--- config.mk ---
export PLATFORM = sky130hd
export DESIGN_NAME = elm_hidden_sequencer_flat
export DESIGN_NICKNAME = d
export VERILOG_FILES = /design/src/rtl/elm_ctrl_pkg.sv /design/src/rtl/elm_hidden_sequencer_if.sv /design/src/rtl/elm_hidden_sequencer.sv /design/src/flat_wrapper.sv
export SDC_FILE = /design/constraint.sdc
export NUM_CORES = 1
export LEC_CHECK = 0
export BUFFER_PORTS_ARGS = -buffer_cell sky130_fd_sc_hd__buf_2
export CORE_ASPECT_RATIO = 1.4
export CORE_MARGIN = 1
export CORE_UTILIZATION = 55
export DETAILED_ROUTE_END_ITERATION = 7
export PLACE_DENSITY = 0.8
export SETUP_SLACK_MARGIN = 0.02
export SLEW_MARGIN = 10
export SYNTH_ARGS = -nofsm -noshare
export SYNTH_HDL_FRONTEND = slang
export SYNTH_SLANG_ARGS = --single-unit
--- constraint.sdc ---
create_clock -name clk -period 5.2 [get_ports clk]
set_clock_uncertainty 0.15 [all_clocks]
set_input_delay 0.78 -clock clk [delete_from_list [all_inputs] [get_ports clk]]
set_output_delay 0.78 -clock clk [all_outputs]
set_load 0.005 [all_outputs]
--- src/rtl/elm_ctrl_pkg.sv ---
// Shared definitions for the ELM hidden-layer control path.
//   state_t      : sequencer state encoding (also visible on the debug port)
//   P_STEP       : perceptron counter increment per en_P
//   P_PRESET     : value the counter is preset to by rst_P (wraps to 0 on first en_P)
//   P_LAST       : counter value of the last perceptron (raises stop)
//   N_PERCEPTRON : perceptrons per full hidden-layer pass
//   P_CNT_W      : width of the external perceptron counter
package elm_ctrl_pkg;

  typedef enum logic [3:0] {
    ST_IDLE  = 4'd0,
    ST_INIT  = 4'd1,
    ST_ADV   = 4'd2,
    ST_CLR   = 4'd3,
    ST_RUN   = 4'd4,
    ST_DRAIN = 4'd5,
    ST_ACT   = 4'd6,
    ST_WRITE = 4'd7,
    ST_FIN   = 4'd8
  } state_t;

  localparam int P_STEP       = 10;
  localparam int P_PRESET     = 8182;
  localparam int P_LAST       = 5100;
  localparam int N_PERCEPTRON = 511;
  localparam int P_CNT_W      = 13;

endpackage

--- src/rtl/elm_hidden_sequencer_if.sv ---
// Bundle between the hidden-layer sequencer, the host and the datapath.
//   Host      : start (in), busy/done (out)
//   Counter   : rst_P/en_P/done_256 (out), stop (in)
//   Inputs    : in_valid (in), in_idx (out)
//   Datapath  : acc_clr/mac_en/act_en (out)
//   Write     : wr_en (out), wr_ready (in)
//
// Handshake: a hidden-output write transfers on the cycle where
// wr_en && wr_ready. Once raised, wr_en stays high and the sequencer holds
// still until that cycle. An input beat is consumed on every cycle where
// mac_en is high (RUN && in_valid); in_valid low is a stall, never a loss.
interface elm_hidden_sequencer_if #(
  parameter int IDX_W = 8
);
  logic             start;
  logic             busy;
  logic             done;
  logic             rst_P;
  logic             en_P;
  logic             done_256;
  logic             stop;
  logic             in_valid;
  logic [IDX_W-1:0] in_idx;
  logic             acc_clr;
  logic             mac_en;
  logic             act_en;
  logic             wr_en;
  logic             wr_ready;

  // Sequencer side.
  modport master (
    input  start, stop, in_valid, wr_ready,
    output busy, done, rst_P, en_P, done_256, in_idx,
           acc_clr, mac_en, act_en, wr_en
  );

  // Host / counter / datapath side.
  modport slave (
    output start, stop, in_valid, wr_ready,
    input  busy, done, rst_P, en_P, done_256, in_idx,
           acc_clr, mac_en, act_en, wr_en
  );
endinterface

--- src/rtl/elm_hidden_sequencer.sv ---
// Sequencer for one ELM hidden-layer pass.
// For every perceptron: advance the external perceptron counter, clear the
// accumulator, stream N_IN MAC beats (stalling on in_valid), let the MAC
// drain, run the activation unit, then write the result. The pass ends on
// the write handshake of the perceptron for which the counter raised stop.
// Ports:
//   clk, rst    : clock, synchronous active-high reset
//   io_seq      : elm_hidden_sequencer_if master modport
//   o_dbg_state : current FSM state
module elm_hidden_sequencer
  import elm_ctrl_pkg::*;
#(
  parameter int N_IN    = 256,
  parameter int IDX_W   = 8,
  parameter int MAC_LAT = 3,
  parameter int ACT_LAT = 2
) (
  input  logic                         clk,
  input  logic                         rst,
  elm_hidden_sequencer_if.master       io_seq,
  output state_t                       o_dbg_state
);

  localparam int SUB_MAX = (MAC_LAT > ACT_LAT) ? MAC_LAT : ACT_LAT;
  localparam int SUB_W   = $clog2(SUB_MAX + 1);

  localparam logic [IDX_W-1:0] LAST_IDX = IDX_W'(N_IN - 1);
  // Sub-counter is loaded with (latency-1) and the phase ends when it reads 0.
  localparam logic [SUB_W-1:0] MAC_LOAD = SUB_W'(MAC_LAT - 1);
  localparam logic [SUB_W-1:0] ACT_LOAD = SUB_W'(ACT_LAT - 1);

  state_t           r_state;
  logic [IDX_W-1:0] r_idx;
  logic [SUB_W-1:0] r_sub;
  logic             r_busy;
  logic             r_done;
  logic             r_rst_p;
  logic             r_en_p;
  logic             r_acc_clr;
  logic             r_act_en;
  logic             r_wr_en;

  logic w_beat;
  logic w_last_beat;

  // MAC beat and last-beat flag are combinational so the datapath sees them
  // in the same cycle as the data they qualify.
  assign w_beat      = (r_state == ST_RUN) && io_seq.in_valid;
  assign w_last_beat = w_beat && (r_idx == LAST_IDX);

  // Registered strobes are set on the transition into the state that owns
  // them, so each is high exactly while the FSM sits in that state.
  always_ff @(posedge clk) begin
    if (rst) begin
      r_state   <= ST_IDLE;
      r_idx     <= '0;
      r_sub     <= '0;
      r_busy    <= 1'b0;
      r_done    <= 1'b0;
      r_rst_p   <= 1'b0;
      r_en_p    <= 1'b0;
      r_acc_clr <= 1'b0;
      r_act_en  <= 1'b0;
      r_wr_en   <= 1'b0;
    end else begin
      r_done    <= 1'b0;
      r_rst_p   <= 1'b0;
      r_en_p    <= 1'b0;
      r_acc_clr <= 1'b0;
      r_act_en  <= 1'b0;
      r_wr_en   <= 1'b0;
      case (r_state)
        ST_IDLE: begin
          if (io_seq.start) begin
            r_state <= ST_INIT;
            r_rst_p <= 1'b1;
            r_busy  <= 1'b1;
          end
        end
        ST_INIT: begin
          r_state <= ST_ADV;
          r_en_p  <= 1'b1;
        end
        ST_ADV: begin
          r_state   <= ST_CLR;
          r_acc_clr <= 1'b1;
          r_idx     <= '0;
        end
        ST_CLR: begin
          r_state <= ST_RUN;
        end
        ST_RUN: begin
          if (w_last_beat) begin
            r_state <= ST_DRAIN;
            r_idx   <= '0;
            r_sub   <= MAC_LOAD;
          end else if (w_beat) begin
            r_idx <= r_idx + 1'b1;
          end
        end
        ST_DRAIN: begin
          if (r_sub == '0) begin
            r_state  <= ST_ACT;
            r_sub    <= ACT_LOAD;
            r_act_en <= 1'b1;
          end else begin
            r_sub <= r_sub - 1'b1;
          end
        end
        ST_ACT: begin
          if (r_sub == '0) begin
            r_state <= ST_WRITE;
            r_wr_en <= 1'b1;
          end else begin
            r_sub    <= r_sub - 1'b1;
            r_act_en <= 1'b1;
          end
        end
        ST_WRITE: begin
          // stop was registered by the counter one cycle after done_256,
          // so it is settled by the time any write can complete.
          if (io_seq.wr_ready) begin
            if (io_seq.stop) begin
              r_state <= ST_FIN;
              r_done  <= 1'b1;
              r_busy  <= 1'b0;
            end else begin
              r_state <= ST_ADV;
              r_en_p  <= 1'b1;
            end
          end else begin
            r_wr_en <= 1'b1;
          end
        end
        ST_FIN: begin
          r_state <= ST_IDLE;
        end
        default: begin
          r_state <= ST_IDLE;
          r_busy  <= 1'b0;
        end
      endcase
    end
  end

  assign io_seq.busy     = r_busy;
  assign io_seq.done     = r_done;
  assign io_seq.rst_P    = r_rst_p;
  assign io_seq.en_P     = r_en_p;
  assign io_seq.done_256 = w_last_beat;
  assign io_seq.in_idx   = r_idx;
  assign io_seq.acc_clr  = r_acc_clr;
  assign io_seq.mac_en   = w_beat;
  assign io_seq.act_en   = r_act_en;
  assign io_seq.wr_en    = r_wr_en;
  assign o_dbg_state     = r_state;

endmodule

--- src/flat_wrapper.sv ---
// flat-port wrapper written by rule: the top's interface ports become plain ports
module elm_hidden_sequencer_flat import elm_ctrl_pkg::*;
#(
  parameter int N_IN    = 256,
  parameter int IDX_W   = 8,
  parameter int MAC_LAT = 3,
  parameter int ACT_LAT = 2
)
  (clk, rst, o_dbg_state, io_seq_start, io_seq_stop, io_seq_in_valid, io_seq_wr_ready, io_seq_busy, io_seq_done, io_seq_rst_P, io_seq_en_P, io_seq_done_256, io_seq_in_idx, io_seq_acc_clr, io_seq_mac_en, io_seq_act_en, io_seq_wr_en);
  elm_hidden_sequencer_if #(.IDX_W(IDX_W)) io_seq_i ();
  input  logic clk;
  input  logic rst;
  output state_t o_dbg_state;
  input wire logic [$bits(io_seq_i.start)-1:0] io_seq_start;
  input wire logic [$bits(io_seq_i.stop)-1:0] io_seq_stop;
  input wire logic [$bits(io_seq_i.in_valid)-1:0] io_seq_in_valid;
  input wire logic [$bits(io_seq_i.wr_ready)-1:0] io_seq_wr_ready;
  output wire logic [$bits(io_seq_i.busy)-1:0] io_seq_busy;
  output wire logic [$bits(io_seq_i.done)-1:0] io_seq_done;
  output wire logic [$bits(io_seq_i.rst_P)-1:0] io_seq_rst_P;
  output wire logic [$bits(io_seq_i.en_P)-1:0] io_seq_en_P;
  output wire logic [$bits(io_seq_i.done_256)-1:0] io_seq_done_256;
  output wire logic [$bits(io_seq_i.in_idx)-1:0] io_seq_in_idx;
  output wire logic [$bits(io_seq_i.acc_clr)-1:0] io_seq_acc_clr;
  output wire logic [$bits(io_seq_i.mac_en)-1:0] io_seq_mac_en;
  output wire logic [$bits(io_seq_i.act_en)-1:0] io_seq_act_en;
  output wire logic [$bits(io_seq_i.wr_en)-1:0] io_seq_wr_en;
  assign io_seq_i.start = io_seq_start;
  assign io_seq_i.stop = io_seq_stop;
  assign io_seq_i.in_valid = io_seq_in_valid;
  assign io_seq_i.wr_ready = io_seq_wr_ready;
  assign io_seq_busy = io_seq_i.busy;
  assign io_seq_done = io_seq_i.done;
  assign io_seq_rst_P = io_seq_i.rst_P;
  assign io_seq_en_P = io_seq_i.en_P;
  assign io_seq_done_256 = io_seq_i.done_256;
  assign io_seq_in_idx = io_seq_i.in_idx;
  assign io_seq_acc_clr = io_seq_i.acc_clr;
  assign io_seq_mac_en = io_seq_i.mac_en;
  assign io_seq_act_en = io_seq_i.act_en;
  assign io_seq_wr_en = io_seq_i.wr_en;
  elm_hidden_sequencer #(.N_IN(N_IN), .IDX_W(IDX_W), .MAC_LAT(MAC_LAT), .ACT_LAT(ACT_LAT)) u_core (.clk(clk), .rst(rst), .io_seq(io_seq_i), .o_dbg_state(o_dbg_state));
endmodule
==> metrics.yaml, run 1 <==
route:
  drc: 0
  drtAntennaViolNets: 0
  dr.pass1.iters: 4
  wire_per_inst_microns: 14.4
  drtIter0Drc: 33
  drt-vias-per-instance: 5.89
  vias: 1037
  wl_microns: 2530
logic_synthesis:
  yosysSeqAreaShare_pct: 36.8
  synth_edf_count: 0
  synth.most_common_cell: "dfxtp_1"
  postSynthCellCount: 130
  synthFlopType: "dfxtp_1"
  synthTopCellsByCount: "21 x dfxtp_1, 9 x nor2_1, 8 x nand2b_1"
  syn_area_per_cell_sq_um: 8.79
  syn_nets: 139
  synth-async-reset-ratio_pct: 0
  yosysUniqueCellTypes: 47
  synth_area_leaders: "dfxtp_1 37%, nand2b_1 4.4%, ha_1 3.3%"
  synth-seq-cells: 21
  synth_area_leader_cell: "dfxtp_1"
  synth.cell_area_sq_um: 1140
  yosysTopAreaCellShare_pct: 36.8
  yosysWarnings: 0
place:
  place_congestion: 0.839
  io_buffers: 26
  hpwl_microns: 1910
finish:
  nFillCells: 184
  antennaDiodeCount: 0
  drive_gt1_share_pct: 25.2
  areaGrowthSynthToFinish_pct: 14.0
  nets: 165
floorplanning:
  die_x_microns: 40.5
  die_y_microns: 55.9
  ios: 27
  coreArea_sq_um: 1950
  rows: 19
  die_area_sq_um: 2270
  start_util_pct: 58.6
timing:
  slew_violations: 0
  fin_crit_ns: 2.61
  worst_slew_pin_slew_ns: 0.597
  relSlewSlack_pct: 60.1
  fmax_mhz: 382
  fin_setup_tns_ns: 0
  fin_crit_sh_pct: 50.3
  rsz0062_at_grt: "false"
  hold_viol_final: 0
  finalSetupViolCount: 0
setup_path:
  cp.required_ns: 4.27
  critPathCaptureType: "output port"
  cp-start-kind: "flip-flop"
  path_max_fanout: 14
  critPathKind: "reg -> out"
  arrival_ns: 1.68
clock_network:
  clk_path_buf_depth: 2
  postCtsHoldBufs: 0
  clkSlewWorstSetupHoldPaths_ns: 0.12
  post_cts_buffers: 0
  h-tree-depth: 1
  clk_latency_ns: 0.30
  tritoncts: "built"
  cts_sinks: 21
  numCtsBuffers: 3
  ctsResizeCount: 0
  cts_root_buf: "clkbuf_4"
global_routing:
  grt_pass1_wl_microns: 3640
  antenna_found_initial: 0
  grt.overflow.total: 0
  grt_max_degree: 19
  grt_usage_pct: 22.9
  grt_pass1_vias: 896
hold_path:
  hp-class: "reg -> reg"
power_and_ir_drop:
  power_uw: 589
  p_per_area_nw_per_um2: 452
  peakVddDrop_v: 0.000304
  p_leak_uw: 0.000523
job:
  max_cap_viol_count: 0
status:
  outcome: "finished, final reports clean"
final cells by class:
cell class                      instances  area (sq um)  area share, %
Multi-Input combinational cell         99           679           52.2
Sequential cell                        21           420           32.3
Timing Repair Buffer                   26           130           9.99
Tap cell                               21          26.3           2.02
Clock buffer                            3          22.5           1.73
Inverter                                5          18.8           1.44
Clock inverter                          1          5.00          0.384
flip-flops by register name, summed over array words and instances, names as in the netlist:
| name | count |
|---|---|
| u_core.io_seq.wr_en | 1 |
| u_core.io_seq.rst_P | 1 |
| u_core.io_seq.done | 1 |
| u_core.r_sub | 2 |
| u_core.io_seq.in_idx | 8 |
| u_core.io_seq.en_P | 1 |
| u_core.io_seq.act_en | 1 |
| u_core.io_seq.busy | 1 |
| u_core.o_dbg_state | 4 |
| u_core.io_seq.acc_clr | 1 |
kinds of logic after synthesis:
logic type	share of synthesized area (%)
AOI/OAI and AO/OA	21.4
xor gates and xnor gates	4.60
adders and majority gates	3.29
buffers and inverters	3.72
DFF	36.8
muxes	0.876
and+or+nand+nor	29.4
layout by cell type (no fill, tap or decap), types with 2 or more instances in the layout:
cell       synthesis  routed
clkbuf_4           0       3
a211oi_2           2       2
nand2_1            7       7
ha_1               3       3
o211ai_1           2       2
a211oi_1           4       4
buf_2              4      26
a31oi_1            3       3
xor2_1             3       3
dfxtp_1           21      21
nand3_1            4       4
o21ai_0            3       3
nor2b_1            2       2
o2111ai_1          2       2
or4_1              2       2
nand2b_1           8       8
nor3_1             6       6
nand4_1            2       2
o21bai_1           2       2
or2_1              2       2
inv_1              4       4
xnor2_1            3       3
o21ai_1            2       2
nor2_1             9       9
and2_1             2       2
o31ai_1            2       2
a21oi_1            5       5
worst paths after layout:
kind                      startpoint                     to  slack, ns  cells past startpoint
max            u_core.o_dbg_state[2]        io_seq_done_256       2.59                      4
min reg2reg       u_core.io_seq.busy     u_core.io_seq.busy       0.36                      2
max reg2reg  u_core.io_seq.in_idx[0]  u_core.o_dbg_state[0]       3.24                      5
min               u_core.io_seq.busy     u_core.io_seq.busy       0.36                      2
power by group:
group | internal, uW | leakage (uW) | total [uW] | switching (uW)
combinational | 117 | 0.000334 | 263 | 146
clock | 28.6 | 0.0000177 | 77.0 | 48.4
sequential | 192 | 0.000171 | 249 | 57.0
through the flow:
| step | hold WS (ns) | std cells | instance area, sq um | worst slack (ns) | utilization [%] |
|---|---|---|---|---|---|
| after floorplan | 0.322 | 130 | 1140 | 3.12 | - |
| after global placement | 0.334 | 172 | 1270 | 2.99 | 65.4 |
| after detailed placement | 0.351 | 172 | 1270 | 2.94 | 65.4 |
| after CTS | 0.363 | 176 | 1300 | 2.59 | 66.8 |
| after global routing | 0.398 | 176 | 1300 | 2.45 | 66.8 |
| final | 0.363 | 176 | 1300 | 2.59 | 66.8 |
per-layer routing:
metal | GRT usage (%) | share of wire [%] | vias to the layer above
met2 | 40.6 | 54 | 30
met4 | 9.52 | 1.2 | 0
met1 | 25.0 | 40 | 481
met5 | 0 | 0 | -
met3 | 2.40 | 5.0 | 4
li1 | - | - | 522
critical path, stage by stage, from the launching register on:
cell and delay [ns]:
dfxtp_1 0.59, nor4b_2 0.34, nand2_1 0.13, nor3_1 0.19, buf_2 0.13
Note: power is estimated with default switching activity, not from simulation.
==> inputs of run 2 (changes only) <==
- ABC_AREA: default -> 1
- CORE_UTILIZATION: 55 -> 52
- PLACE_DENSITY: 0.8 -> 0.77
- clock period: 5.2 -> 2.41 ns (I/O delays scaled with it)
==> run 2 against run 1 <==
Final cell count grew 31%. Total power up 120%. Cell area grew 2.5%. Routed wire length increased by 1.4%. Sequential share of layout area fell by 0.79 points. Via count rose by 11%. Highest routed layer unchanged.
==> metrics.yaml, run 2 <==
setup_path:
  critical_path.top_delay_family: "flip-flops"
  crit_path_start: "u_core.io_seq.in_idx[0]"
  arrival_ns: 1.50
  path_max_fanout: 5
  critPathKind: "reg -> out"
  cp-start-kind: "flip-flop"
  slowest_stage: "dfxtp_1"
  cp.required_ns: 1.90
  path_cells: "ha_1 > inv_1 > nor2_1 > nand2_1 > nor2_1 > buf_2"
  critPathCaptureType: "output port"
  r2r-start: "u_core.io_seq.in_idx[0]"
  worst_path_largest_cell_delay_ns: 0.41
  cpMostUsedCell: "nor2_1"
  path_buf_inv: 2
logic_synthesis:
  synth-seq-cells: 21
  synth.cell_area_sq_um: 1160
  synth-async-reset-ratio_pct: 0
  yosysUniqueCellTypes: 22
  synth_edf_count: 0
  syn_area_per_cell_sq_um: 6.42
  yosysTopAreaCellShare_pct: 36.4
  yosysWarnings: 0
  synthFlopType: "dfxtp_1"
  synth_area_leader_cell: "dfxtp_1"
  yosysSeqAreaShare_pct: 36.4
  synth.most_common_cell: "nand2_1"
  synthTopCellsByCount: "50 x nand2_1, 28 x nor2_1, 27 x inv_1"
  postSynthCellCount: 180
  syn_nets: 189
  synth_area_leaders: "dfxtp_1 36%, nand2_1 16%, nor2_1 9.1%"
finish:
  layout_commonest_cell: "nand2_1"
  final_cell_mix: "50 x nand2_1, 28 x nor2_1, 27 x inv_1"
  nFillCells: 194
  antennaDiodeCount: 0
  design_area_sq_um: 1340
  areaGrowthSynthToFinish_pct: 15.5
  drive_gt1_share_pct: 22.5
  final_util_pct: 66.1
  nets: 219
  largest_reg_flops: 8
floorplanning:
  start_util_pct: 57.2
  coreArea_sq_um: 2020
  ios: 27
  rows: 19
  die_area_sq_um: 2420
  die_x_microns: 41.9
  die_y_microns: 57.8
power_and_ir_drop:
  peakVddDrop_v: 0.000628
  p_leak_uw: 0.000743
  p_per_area_nw_per_um2: 976
timing:
  relSlewSlack_pct: 77.7
  fmax_mhz: 496
  fin_crit_sh_pct: 83.6
  finalSetupViolCount: 0
  rsz0062_at_grt: "false"
  slew_violations: 0
  worst_slew_pin_slew_ns: 0.335
  fin_crit_ns: 2.01
  hold_viol_final: 0
  fin_setup_tns_ns: 0
route:
  drtIter0Drc: 23
  wire_per_inst_microns: 11.2
  wl_microns: 2570
  drc: 0
  dr.pass1.iters: 4
  drt-vias-per-instance: 4.99
  vias: 1147
  drtAntennaViolNets: 0
status:
  outcome: "finished, final reports clean"
hold_path:
  hp-start: "io_seq_stop"
  hp-class: "in -> reg"
global_routing:
  antenna_found_initial: 0
  grt.overflow.total: 0
  grt_usage_pct: 24.3
  grt_pass1_wl_microns: 4520
  grt_max_degree: 12
  grt_pass1_vias: 1078
clock_network:
  cts_sinks: 21
  postCtsHoldBufs: 0
  clk_latency_ns: 0.31
  cts_root_buf: "clkbuf_4"
  numCtsBuffers: 3
  clk_path_buf_depth: 2
  clkSlewWorstSetupHoldPaths_ns: 0.11
  tritoncts: "built"
  ctsResizeCount: 0
  h-tree-depth: 1
  post_cts_buffers: 0
place:
  place_congestion: 0.935
  hpwl_microns: 2090
  io_buffers: 26
  placed_area_sq_um: 1310
job:
  max_cap_viol_count: 0
-- run 2: cell families after synthesis --
family / share of synthesized area [%]
AOI/OAI and AO/OA: 6.39
xor gates and xnor gates: 2.27
DFF: 36.4
and+or+nand+nor: 40.7
adders and majority gates: 3.25
buffers and inverters: 11.0
-- run 2: report_power, final --
part	total (uW)	switching, uW	internal [uW]
registers	479	65.1	414
logic	650	419	230
clock network	174	109	64.8
total	1300	593	709
-- run 2: layer usage --
metal  share of wire [%]  GRT usage [%]  vias up
met2                  54           46.4       28
met3                 2.8           1.87        6
met1                  41           25.5      507
met4                 2.1           14.3        0
met5                   0              0        -
li1                    -              -      606
-- run 2: worst min-delay path: stages --
cell	delay, ns
buf_2	0.07
inv_1	0.05
nor2_1	0.09
-- run 2: path summary, 6_finish.rpt --
check | cells after the start | to | slack, ns
worst min-delay path | 3 | u_core.io_seq.done | 0.14
worst max register to register | 10 | u_core.io_seq.in_idx[7] | 0.64
worst min register to register | 2 | u_core.io_seq.in_idx[1] | 0.37
worst max-delay path | 6 | io_seq_done_256 | 0.40
-- run 2: cell type report --
class                           instances  area [sq um]  area share, %
Inverter                               33           124           9.28
Clock buffer                            4          26.3           1.97
Multi-Input combinational cell        125           608           45.5
Tap cell                               21          26.3           1.97
Timing Repair Buffer                   26           130           9.75
Sequential cell                        21           420           31.5
-- run 2: stage by stage --
step / hold slack (ns) / instances / total power (uW) / worst slack, ns
2_1_floorplan: 0.344 / 180 / 964 / 0.807
3_3_place_gp: 0.344 / 226 / 1110 / 0.745
3_5_place_dp: 0.361 / 226 / 1140 / 0.646
4_1_cts: 0.143 / 230 / 1300 / 0.398
5_1_grt: 0.158 / 230 / 1430 / 0.266
6_report: 0.140 / 230 / 1300 / 0.395
==> inputs of run 3 (changes only) <==
- ABC_AREA: 1 -> 0
- CORE_UTILIZATION: 52 -> 47
- PLACE_DENSITY: 0.77 -> 0.73
- clock period: 2.41 -> 1.75 ns (I/O delays scaled with it)
==> run 3 against run 2 <==
Count of clock-buffer cells in the layout shrank 1. The flow now finishes with violations (DRC, setup timing). Final cell count shrank 13%. Register-to-register slack lost 0.59 ns. Largest power group unchanged. Worst hold slack lost 0.093 ns. Via count grew 7.0%. Combinational power grew 92%. Largest cell class unchanged. Highest routed layer unchanged. Cell area grew 18%. Sequential cell count is the same. Critical path type unchanged. Die area grew 8.9%.
==> metrics.yaml, run 3 (same netlist as run 1, synthesis figures left out) <==
status:
  outcome: "finished with violations"
  violations: "DRC, setup timing"
setup_path:
  cp.required_ns: 1.34
  critPathCaptureType: "output port"
  cp-start-kind: "flip-flop"
  regToRegSetupSlack_ns: 0.05
  reg2reg_to: "u_core.o_dbg_state[2]"
  path_max_fanout: 2
  worst_path_largest_cell_delay_ns: 0.38
  crit_end: "io_seq_mac_en"
  r2r-start: "u_core.o_dbg_state[2]"
  crit_path_start: "u_core.o_dbg_state[3]"
  reg2reg_depth: 4
  critPathKind: "reg -> out"
  arrival_ns: 1.39
  path_cells: "nor4b_4 > nand2_1 > buf_4 > inv_2 > buf_2"
  slowest_stage: "dfxtp_4"
power_and_ir_drop:
  p_per_area_nw_per_um2: 1380
  p_leak_uw: 0.000665
  peakVddDrop_v: 0.000837
clock_network:
  h-tree-depth: 1
  clkSlewWorstSetupHoldPaths_ns: 0.13
  numCtsBuffers: 3
  clk_latency_ns: 0.31
  clk_path_buf_depth: 2
  cts_root_buf: "clkbuf_4"
  cts_sinks: 21
  tritoncts: "built"
timing:
  rsz0062_at_grt: "true"
  hold_viol_final: 0
  finalSetupViolCount: 2
  relSlewSlack_pct: 75.1
  fmax_mhz: 554
  slew_violations: 0
  fin_crit_sh_pct: 103
  layout_setup_ws_ns: -0.0551
  fin_crit_ns: 1.81
  worst_slew_pin_slew_ns: 0.371
  hold-worst-slack_ns: 0.0465
finish:
  nets: 189
  drive_gt1_share_pct: 43.6
  antennaDiodeCount: 0
  fin_cells: 201
  final_util_pct: 70.7
  nFillCells: 167
  areaGrowthSynthToFinish_pct: 37.9
  layout_commonest_cell: "buf_2"
  largest_reg_flops: 8
  final_cell_mix: "26 x buf_2, 23 x buf_4, 16 x dfxtp_1"
hold_path:
  hp-class: "in -> reg"
floorplanning:
  die_area_sq_um: 2630
  die_y_microns: 60.3
  ios: 27
  coreArea_sq_um: 2230
  start_util_pct: 51.3
  die_x_microns: 43.7
  rows: 20
place:
  dp_cells: 186
  io_buffers: 26
  place_congestion: 0.883
  hpwl_microns: 2180
route:
  wire_per_inst_microns: 16.0
  drt-vias-per-instance: 6.10
  drc: 2
  dr.pass1.iters: 8
  vias: 1227
  drtAntennaViolNets: 0
  wl_microns: 3220
  drtIter0Drc: 28
job:
  max_cap_viol_count: 0
global_routing:
  grt_pass1_vias: 1154
  grt.overflow.total: 0
  antenna_found_initial: 0
  grt_pass1_wl_microns: 4800
  grt_usage_pct: 23.7
  grt_max_degree: 15
## run 3: cell count changes in the layout (fill, tap and decap cells not counted), moves of 6 or more
| cell | previous run | this run |
|---|---|---|
| buf_4 | 0 | 23 |
| inv_1 | 27 | 4 |
| nand2_1 | 50 | 7 |
| nand2_2 | 6 | 0 |
| nand2b_1 | 0 | 7 |
| nor2_1 | 28 | 9 |
## run 3: metal layers
layer  share of wire [%]  vias up  wire (microns)  global-route usage, %
met5                   0        -               0                      0
met4                 2.6        0              83                   8.48
met3                 5.1       19             164                   3.87
met2                  54       52            1750                   45.8
met1                  38      577            1220                   25.2
li1                    -      579               -                      -
## run 3: power by group
group	switching, uW	internal (uW)	leakage [uW]	total (uW)
logic	672	581	0.000473	1250
registers	93.5	591	0.000174	685
clock network	156	85.5	0.0000177	242
## run 3: timing repair
item / in CTS / in global routing
resized for setup: 11 / 13
setup buffers: 6 / 6
hold buffers: 0 / 0
endpoints found under the setup margin: 7 / 11
cloned: 0 / 0
pin swaps: 3 / 9
## run 3: critical path, delay by kind of cell, from the launching register on
family	cells	cell delay (ns)
buffers and inverters	3	0.30
and+or+nand+nor	2	0.41
DFF	1	0.38
## run 3: worst min-delay path by stage
stage | start | end | slack, ns | depth (start not counted)
2_1_floorplan | io_seq_wr_ready | u_core.io_seq.wr_en | 0.23 | 1
3_3_place_gp | u_core.r_sub[1] | u_core.r_sub[1] | 0.34 | 2
3_5_place_dp | u_core.r_sub[1] | u_core.r_sub[1] | 0.36 | 2
4_1_cts | io_seq_wr_ready | u_core.io_seq.wr_en | 0.05 | 2
5_1_grt | io_seq_wr_ready | u_core.io_seq.wr_en | 0.03 | 2
6_report | io_seq_wr_ready | u_core.io_seq.wr_en | 0.05 | 2
## run 3: final cells by class
class	count	area, sq um	share of cell area [%]
sequential	21	437	27.7
inverter	5	18.8	1.19
tap	22	27.5	1.75
multi-input combinational	99	751	47.7
clock buffer	3	22.5	1.43
clock inverter	1	5.00	0.318
timing repair buffer	50	314	19.9
## run 3: through the flow
step | area, sq um | setup TNS (ns) | setup slack (ns) | power (uW)
after floorplan | 1140 | 0 | 0.0520 | 1320
after global placement | 1370 | 0 | 0.0290 | 1620
after detailed placement | 1370 | -0.00923 | -0.00923 | 1650
after CTS | 1480 | -0.0420 | -0.0331 | 1990
after global routing | 1580 | -0.272 | -0.135 | 2310
final | 1580 | -0.0912 | -0.0551 | 2180
